[src/rtl/pcounter_mc_pkg.sv]
// Shared register map, CTRL bit layout and types for the multi-channel
// programmable counter.
package pcounter_mc_pkg;

  localparam int REG_CTRL  = 0;
  localparam int REG_LOAD  = 1;
  localparam int REG_LIMIT = 2;
  localparam int REG_COUNT = 3;

  localparam int CTRL_EN      = 0;
  localparam int CTRL_DIR     = 1;
  localparam int CTRL_ONESHOT = 2;
  localparam int CTRL_DONE    = 3;
  localparam int CTRL_LOAD    = 4;
  localparam int CTRL_W       = 5;

  typedef enum logic {DIR_UP = 1'b0, DIR_DOWN = 1'b1} dir_e;

  // Field order puts en in bit 0 so {done, ctrl_t} lines up with CTRL.
  typedef struct packed {
    logic oneshot;
    dir_e dir;
    logic en;
  } ctrl_t;

  function automatic logic [CTRL_W-1:0] ctrl_pack(input ctrl_t c, input logic done);
    return {1'b0, done, c};
  endfunction

endpackage

[src/rtl/pcounter_mc_ch.sv]
// One counter channel: CTRL/LOAD/LIMIT/COUNT registers plus the
// write-versus-count priority logic.
module pcounter_ch
  import pcounter_mc_pkg::*;
#(
  parameter int CNT_W = 10
) (
  input  logic             clk,
  input  logic             rst,
  input  logic             wr_i,
  input  logic [1:0]       reg_i,
  input  logic [CNT_W-1:0] wdata_i,
  output logic [CNT_W-1:0] rdata_o,
  output logic [CNT_W-1:0] count_o,
  output logic             done_o,
  output logic             tc_o
);

  ctrl_t            ctrl_q, ctrl_d;
  logic             done_q, done_d;
  logic [CNT_W-1:0] load_q, load_d;
  logic [CNT_W-1:0] limit_q, limit_d;
  logic [CNT_W-1:0] count_q, count_d;
  logic [CTRL_W-1:0] wctrl, ctrl_rd;
  logic [CNT_W-1:0]  ctrl_rd_w;
  logic wr_ctrl, wr_load, wr_limit, wr_count;

  assign wr_ctrl  = wr_i && (reg_i == 2'(REG_CTRL));
  assign wr_load  = wr_i && (reg_i == 2'(REG_LOAD));
  assign wr_limit = wr_i && (reg_i == 2'(REG_LIMIT));
  assign wr_count = wr_i && (reg_i == 2'(REG_COUNT));

  // Narrow counters cannot carry every CTRL bit; missing bits act as 0.
  generate
    if (CNT_W >= CTRL_W) begin : g_wide
      assign wctrl     = wdata_i[CTRL_W-1:0];
      assign ctrl_rd_w = CNT_W'(ctrl_rd);
    end else begin : g_narrow
      assign wctrl     = CTRL_W'(wdata_i);
      assign ctrl_rd_w = ctrl_rd[CNT_W-1:0];
    end
  endgenerate

  assign ctrl_rd = ctrl_pack(ctrl_q, done_q);
  assign tc_o    = ctrl_q.en && (count_q == limit_q);

  always_comb begin
    ctrl_d  = ctrl_q;
    done_d  = done_q;
    load_d  = load_q;
    limit_d = limit_q;
    count_d = count_q;
    if (tc_o) begin
      done_d = 1'b1;
      if (ctrl_q.oneshot) ctrl_d.en = 1'b0;
      else                count_d   = load_q;
    end else if (ctrl_q.en) begin
      count_d = (ctrl_q.dir == DIR_DOWN) ? count_q - CNT_W'(1) : count_q + CNT_W'(1);
    end
    // Register writes are applied last so they override the counting update.
    if (wr_ctrl) begin
      ctrl_d.en      = wctrl[CTRL_EN];
      ctrl_d.dir     = dir_e'(wctrl[CTRL_DIR]);
      ctrl_d.oneshot = wctrl[CTRL_ONESHOT];
      if (wctrl[CTRL_DONE] && !tc_o) done_d = 1'b0;
      if (wctrl[CTRL_LOAD]) count_d = load_q;
    end
    if (wr_load)  load_d  = wdata_i;
    if (wr_limit) limit_d = wdata_i;
    if (wr_count) count_d = wdata_i;
  end

  always_ff @(posedge clk) begin
    if (rst) begin
      ctrl_q  <= '0;
      done_q  <= 1'b0;
      load_q  <= '0;
      limit_q <= '0;
      count_q <= '0;
    end else begin
      ctrl_q  <= ctrl_d;
      done_q  <= done_d;
      load_q  <= load_d;
      limit_q <= limit_d;
      count_q <= count_d;
    end
  end

  always_comb begin
    rdata_o = '0;
    case (reg_i)
      2'(REG_CTRL):  rdata_o = ctrl_rd_w;
      2'(REG_LOAD):  rdata_o = load_q;
      2'(REG_LIMIT): rdata_o = limit_q;
      default:       rdata_o = count_q;
    endcase
  end

  assign count_o = count_q;
  assign done_o  = done_q;

endmodule

[src/rtl/pcounter_mc.sv]
// Multi-channel programmable counter: config-bus decode, per-channel
// instances and the registered read-back path.
module pcounter_mc
  import pcounter_mc_pkg::*;
#(
  parameter int NUM_CH = 4,
  parameter int CNT_W  = 10,
  parameter int ADDR_W = (NUM_CH <= 2) ? 3 : $clog2(NUM_CH) + 2
) (
  input  logic                    clk,
  input  logic                    rst,
  input  logic                    cfg_enable,
  input  logic                    cfg_rd_wr,
  input  logic [ADDR_W-1:0]       cfg_addr,
  input  logic [CNT_W-1:0]        cfg_wdata,
  output logic [CNT_W-1:0]        cfg_rdata,
  output logic                    cfg_rvalid,
  output logic [NUM_CH*CNT_W-1:0] counter_o,
  output logic [NUM_CH-1:0]       done_o,
  output logic [NUM_CH-1:0]       tc_pulse_o,
  output logic                    irq_o
);

  localparam int CH_W = ADDR_W - 2;

  logic [CH_W-1:0] ch_sel;
  logic [1:0]      reg_sel;
  logic            wr, rd;
  logic [NUM_CH-1:0][CNT_W-1:0] cnt_arr, rd_arr;
  logic [NUM_CH-1:0]            done_arr, tc_arr;
  logic [CNT_W-1:0] rdata_d, rdata_q;
  logic             rvalid_q;

  assign ch_sel  = cfg_addr[ADDR_W-1:2];
  assign reg_sel = cfg_addr[1:0];
  assign wr      = cfg_enable && !cfg_rd_wr;
  assign rd      = cfg_enable && cfg_rd_wr;

  // Channel codes >= NUM_CH match no instance, so such writes fall away.
  generate
    for (genvar k = 0; k < NUM_CH; k++) begin : g_ch
      pcounter_ch #(.CNT_W(CNT_W)) u_ch (
        .clk     (clk),
        .rst     (rst),
        .wr_i    (wr && (ch_sel == CH_W'(k))),
        .reg_i   (reg_sel),
        .wdata_i (cfg_wdata),
        .rdata_o (rd_arr[k]),
        .count_o (cnt_arr[k]),
        .done_o  (done_arr[k]),
        .tc_o    (tc_arr[k])
      );
    end
  endgenerate

  always_comb begin
    rdata_d = '0;
    for (int k = 0; k < NUM_CH; k++)
      if (ch_sel == CH_W'(k)) rdata_d = rd_arr[k];
  end

  always_ff @(posedge clk) begin
    if (rst) begin
      rdata_q  <= '0;
      rvalid_q <= 1'b0;
    end else begin
      rvalid_q <= rd;
      if (rd) rdata_q <= rdata_d;
    end
  end

  assign cfg_rdata  = rdata_q;
  assign cfg_rvalid = rvalid_q;
  assign counter_o  = cnt_arr;
  assign done_o     = done_arr;
  assign tc_pulse_o = tc_arr;
  assign irq_o      = |done_arr;

endmodule

[config.mk]
export PLATFORM = sky130hd
export DESIGN_NAME = pcounter_mc
export DESIGN_NICKNAME = d
export VERILOG_FILES = /design/src/rtl/pcounter_mc_pkg.sv /design/src/rtl/pcounter_mc_ch.sv /design/src/rtl/pcounter_mc.sv
export SDC_FILE = /design/constraint.sdc
export NUM_CORES = 1
export LEC_CHECK = 0
export BUFFER_PORTS_ARGS = -buffer_cell sky130_fd_sc_hd__clkbuf_2
export CAP_MARGIN = 10
export CORE_MARGIN = 1
export CORE_UTILIZATION = 25
export DETAILED_ROUTE_END_ITERATION = 8
export PLACE_DENSITY = 0.41
export SLEW_MARGIN = 5
export SYNTH_ARGS = -nofsm -noshare
export SYNTH_HDL_FRONTEND = slang
export SYNTH_SLANG_ARGS = --single-unit
[constraint.sdc]
create_clock -name clk -period 4.8 [get_ports clk]
set_input_delay 0.48 -clock clk [delete_from_list [all_inputs] [get_ports clk]]
set_output_delay 0.48 -clock clk [all_outputs]
set_load 0.02 [all_outputs]
==> results of run 1 <==
## state kept, by name, indices dropped and copies added (netlist names)
name and cells:
cfg_rdata 10, cfg_rvalid 1, g_ch.u_ch.count_o 40, g_ch.u_ch.ctrl_q 12, g_ch.u_ch.done_o 4, g_ch.u_ch.limit_q 40, g_ch.u_ch.load_q 40
## worst max-delay path by stage
| stage | start | end | slack (ns) | depth (start not counted) |
|---|---|---|---|---|
| 5_1_grt | cfg_addr[1] | g_ch[0].u_ch.count_o[5] | 1.69 | 8 |
| 4_1_cts | cfg_addr[1] | g_ch[0].u_ch.count_o[5] | 1.82 | 8 |
| 2_1_floorplan | g_ch[3].u_ch.count_o[1] | g_ch[3].u_ch.count_o[9] | 2.59 | 7 |
| 3_3_place_gp | cfg_addr[1] | g_ch[0].u_ch.count_o[5] | 1.39 | 8 |
| 3_5_place_dp | cfg_addr[1] | g_ch[0].u_ch.count_o[5] | 1.35 | 8 |
| 6_report | cfg_addr[1] | g_ch[0].u_ch.count_o[5] | 1.76 | 8 |
## cells by family (layout without fill, tap and decap cells)
| family | Yosys count | in the layout | synth area share, % |
|---|---|---|---|
| AOI/OAI and AO/OA | 357 | 357 | 24.1 |
| xor gates and xnor gates | 65 | 65 | 5.83 |
| adders and majority gates | 36 | 36 | 4.92 |
| buffers and inverters | 107 | 140 | 4.81 |
| DFF | 147 | 147 | 30.2 |
| muxes | 61 | 61 | 8.74 |
| and+or+nand+nor | 435 | 435 | 21.5 |
## critical path, stage by stage
cell and delay (ns):
clkbuf_2 0.59, buf_4 0.51, nand4b_1 0.30, nor3_2 0.66
nor2_1 0.30, nand2_1 0.14, a2bb2oi_1 0.20, o21ai_0 0.11
## layer usage
metal	global-route usage [%]	part of all wire, %	up-vias
met1	28.6	48	4697
met5	0	0	-
met3	2.80	5.3	38
li1	-	-	4536
met4	5.54	1.9	0
met2	30.7	44	300
## Yosys cell counts (all sizes together) (8+ instances only)
library cell	count	area share, %
nor2b	12	0.77
mux2	24	2.8
nand2	142	5.6
a221oi	18	1.7
o21ai	42	2.2
nand4	15	0.96
inv	15	0.58
a21oi	133	6.9
o22ai	14	0.90
nand2b	10	0.64
dfxtp	147	30
a31oi	9	0.58
clkbuf	61	2.3
o221ai	11	0.99
o211ai	11	0.85
ha	32	4.1
nor3	32	1.9
nand3	101	5.2
o31ai	9	0.74
xnor2	54	4.8
a21o	13	1.0
mux2i	20	2.1
buf	31	1.9
mux4	17	3.9
a22oi	17	1.3
a211oi	19	1.5
nor2	86	3.6
xor2	11	0.99
or3	8	0.51
## power by group through the flow
stage          sequential (mW)  clock [mW]  combinational (mW)
2_1_floorplan             1.29           0               0.179
3_3_place_gp              1.29           0               0.294
3_5_place_dp              1.29           0               0.292
4_1_cts                   1.26        1.62               0.293
5_1_grt                   1.27        1.67               0.314
6_report                  1.26        1.60               0.294
## metrics by stage
step	hold WS, ns	setup WS [ns]
final	0.462	1.76
after global placement	0.452	1.39
after detailed placement	0.455	1.35
after floorplan	0.443	2.59
after global routing	0.490	1.69
after CTS	0.465	1.82
## cells in the final DEF (no fill, tap or decap), types with 19 or more instances in the layout
cell and count:
xnor2_1 54, mux2_2 24, mux2i_1 20, dfxtp_1 147, a21oi_1 132, nand2_1 140, clkbuf_2 76, a211oi_1 19
nor2_1 83, o21ai_0 36, nor3_1 28, ha_1 32, nand3_1 101
## layout make-up
cell class,count,area (um2),share of cell area [%]
clock buffers,23,498,4.44
clock inverters,8,194,1.73
inverters,15,56.3,0.502
multi-input cells,954,6370,56.8
flip-flops and latches,147,2940,26.2
well taps,518,648,5.77
repair buffers,94,515,4.59
==> results.tsv, run 1 <==
metric	value	unit
final instance area	0.0112	mm2
Switching Power	0.793	mW
I/O pins	78	
htree depth	4	
status	complete, no violations	
Hold Path Depth	2	
layout cells sized above 1	14.8	%
vias in the first global route	9140	
crit start category	input pin	
Chip Height	200	um
Clock Pin Slew Worst Setup and Hold Paths	0.06	ns
Final Util	29.1	%
setup repair after global routing missed its margin	false	
clock sink total	147	
Worst IR Drop VDD	0.000245	V
Synth-to-Final Area Change	15.0	%
CP Data Arrival Time	3.35	ns
internal power	2.37	mW
CP max FO	29	
Max Slew Vio Count	0	
Routability Congestion	0.808	
final WL	39500	um
crit path time final	3.04	ns
Pwr Total	3.16	mW
Hold Startpoint	cfg_rdata[6]	
drc violations	0	
Reg power frac	40.0	%
Post-synth ARST share	0	%
number of enable flip-flop cells after synthesis	0	
Hold WC Path Type	register to register	
register area share after synthesis	30.2	%
sw frac	25.1	%
Post-CTS Setup Inserts	0	
first-pass GRT wire length	59200	um
top_reg_cell synth	dfxtp_1	
Vias	9571	
first-pass iteration count of the detailed router	5	
Die Width	200	um
Synth Cell Area	0.00976	mm2
endpoints failing setup	0	
hold worst-path end	cfg_rdata[6]	
Power Dens Cells	281	mW/mm2
part of the power in the clock network	50.7	%
Clk Latency, worst-skew pair	0.43	ns
FP Rows	72	
dpl cells	1728	
Port Buffers	77	
CTS root buffer	clkbuf_16	
largest net degree at the start of global routing	52	
FF-to-FF path depth	7	
R2R setup slack	2.01	ns
Reg2Reg Launch Point	g_ch[3].u_ch.ctrl_q[1]	
part of the power in combinational logic	9.3	%
Core ar.	0.0386	mm2
Fin. Hold Viols	0	
Leak	4.12	nW
TritonCTS buffer count	17	
Routed Antenna Nets	0	
fin crit share	63.3	%
Synth cell types	79	
r2r endpoint	g_ch[3].u_ch.count_o[9]	
Placed Area	0.0105	mm2
grt ovf	0	
Crit Path Class	input pin to register	
Finished Layout Cells	1759	
# diodes	0	
die area	0.0398	mm2
synthesized netlist cell count	1208	
Total Neg Setup Slack	0	ns
Initial Utilization	25.3	%
Yosys warnings	0	
CTS tree	yes	
WL per Instance	22.4	um
FMAX	0.329	GHz
Max Cap Viol	0	
clk buf depth	2	
Via density	5.44	
Worst-Margin Slew	0.873	ns
CP Capture Type	register	
gr usage total	19.9	%
syn avg cell area	8.08	um2
# resized after CTS	0	
CTS Hold Bufs	0	
Yosys reg bits	147	
Slew HR	41.7	%
nets@finish	1283	
required time of the critical path	5.12	ns
initial antenna violation count	1	
Filler Cell Count	4220	
Starting DRT DRC Count	808	
Mapped Nets	1262	
dpl hpwl	28500	um
Worst Clk Skew	0.0106	ns
Power figures use the tool's default switching activity.
==> inputs of run 2 (changes only) <==
--- a/config.mk
+++ b/config.mk
@@ -10,7 +10,7 @@
 export CORE_MARGIN = 1
 export CORE_UTILIZATION = 25
 export DETAILED_ROUTE_END_ITERATION = 8
-export PLACE_DENSITY = 0.41
+export PLACE_DENSITY = 0.42
 export SLEW_MARGIN = 5
 export SYNTH_ARGS = -nofsm -noshare
 export SYNTH_HDL_FRONTEND = slang
==> constraint.sdc (replaced) <==
create_clock -name clk -period 2.45 [get_ports clk]
set_input_delay 0.245 -clock clk [delete_from_list [all_inputs] [get_ports clk]]
set_output_delay 0.245 -clock clk [all_outputs]
set_load 0.02 [all_outputs]
==> results.tsv, run 2 (synthesis results as in run 1) <==
metric	value	unit	change
dpl hpwl	29300	um	was 28500 um
DRT met1 WL	19300	um	was 19100 um
Leak	4.43	nW	was 4.12 nW
Port Buffers	77		unchanged
Fin. Hold Viols	0		unchanged
I/O pins	78		unchanged
Vias	9792		was 9571
first-pass GRT wire length	61200	um	was 59200 um
first-pass iteration count of the detailed router	5		unchanged
Starting DRT DRC Count	816		was 808
nets@finish	1347		was 1283
largest net degree at the start of global routing	35		was 52
final WL	39600	um	was 39500 um
Top Metal Used	met5		was met4
WL per Instance	21.7	um	was 22.4 um
gr usage total	20.5	%	was 19.9%
final instance area	0.0117	mm2	was 0.0112 mm2
CP Data Arrival Time	2.12	ns	was 3.35 ns
commonest non-fill, non-tap cell in the layout	nand2_1		was dfxtp_1
crit path time final	2.36	ns	
crit start category	register		was input pin
Max Slew Vio Count	0		unchanged
status	complete, no violations		unchanged
wire length on met2	18000	um	was 17500 um
die area	0.0398	mm2	unchanged
htree depth	4		unchanged
CTS tree	yes		unchanged
Clk Latency, worst-skew pair	0.43	ns	about the same
Power Dens Cells	497	mW/mm2	was 281 mW/mm2
Core ar.	0.0386	mm2	unchanged
endpoints failing setup	0		unchanged
TritonCTS buffer count	17		unchanged
drc violations	0		unchanged
CP Capture Type	output port		was register
DR WL met3	1830	um	was 2070 um
vias in the first global route	9604		was 9140
Initial Utilization	25.3	%	unchanged
Crit Path Class	register to output port		was input pin to register
most frequent cells in the layout	140 x nand2_1, 133 x dfxtp_1, 132 x a21oi_1		was 147 x dfxtp_1, 140 x nand2_1, 132 x a21oi_1
Clock Pin Slew Worst Setup and Hold Paths	0.06	ns	about the same
Worst Clk Skew	0.0109	ns	was 0.0106 ns
CTS root buffer	clkbuf_16		unchanged
Synth-to-Final Area Change	19.7	%	was 15.0%
Pwr Total	5.81	mW	was 3.16 mW
Routability Congestion	0.866		was 0.808
Hold WC Path Type	input pin to register		was register to register
clock sink total	147		unchanged
Routed Antenna Nets	0		unchanged
Placed Area	0.0110	mm2	was 0.0105 mm2
CP max FO	6		was 29
Via density	5.37		was 5.44
initial antenna violation count	2		was 1
Worst-Margin Slew	0.712	ns	was 0.873 ns
clk buf depth	2		unchanged
CTS Hold Bufs	0		unchanged
Chip Height	200	um	unchanged
Final Util	30.3	%	was 29.1%
# diodes	0		unchanged
FMAX	0.424	GHz	
fin crit share	96.3	%	
layout cells sized above 1	20.3	%	was 14.8%
required time of the critical path	2.20	ns	was 5.12 ns
Max Cap Viol	0		unchanged
grt ovf	0		unchanged
FP Rows	72		unchanged
Die Width	200	um	unchanged
Slew HR	52.5	%	was 41.7%
Worst IR Drop VDD	0.000457	V	was 0.000245 V
-- run 2: layer usage --
| metal | track usage (%) | up-vias |
|---|---|---|
| met5 | 0 | - |
| met4 | 3.99 | 2 |
| met3 | 3.24 | 24 |
| met2 | 32.4 | 270 |
| met1 | 29.2 | 4841 |
| li1 | - | 4655 |
-- run 2: timing repair --
item	CTS	global route
setup buffers	1	2
endpoints found under the hold margin	0	0
pin swaps	1	1
gates resized for setup	8	11
setup endpoints to repair	2	11
-- run 2: critical path, cell delays in order, from the launching register on --
cell	delay [ns]
dfxtp_2	0.42
xnor2_1	0.14
nand4_1	0.26
or3_4	0.45
inv_1	0.20
clkbuf_2	0.22
-- run 2: worst paths after layout --
path / startpoint / slack, ns / cells past startpoint / endpoint
setup reg to reg: g_ch[3].u_ch.count_o[1] / 0.21 / 8 / g_ch[3].u_ch.count_o[9]
hold reg to reg: cfg_rdata[8] / 0.46 / 2 / cfg_rdata[8]
setup / recovery: g_ch[0].u_ch.count_o[4] / 0.09 / 5 / tc_pulse_o[0]
hold / removal: cfg_wdata[4] / 0.28 / 3 / g_ch[2].u_ch.limit_q[4]
-- run 2: area by class of cell --
| type | count | area (um2) |
|---|---|---|
| fillers | 4234 | 26900 |
| multi-input cells | 954 | 6400 |
| flip-flops and latches | 147 | 2960 |
| repair buffers | 158 | 1030 |
| well taps | 518 | 648 |
| clock buffers | 21 | 450 |
| clock inverters | 10 | 134 |
| inverters | 15 | 56.3 |
-- run 2: per-stage QoR --
stage               instances  setup slack, ns  setup TNS, ns  hold WS, ns
finish                   1823           0.0897              0        0.280
detailed placement       1789            0.130              0        0.448
global placement         1789            0.115              0        0.446
global route             1823          -0.0105        -0.0105        0.264
floorplan                1208            0.236              0        0.392
CTS                      1821          0.00167              0        0.262
-- run 2: where the power goes --
group	total, mW	switching [mW]	internal [mW]
Sequential	2.47	0.0446	2.42
Clock	2.71	1.09	1.62
Combinational	0.627	0.427	0.201
Total	5.81	1.57	4.24
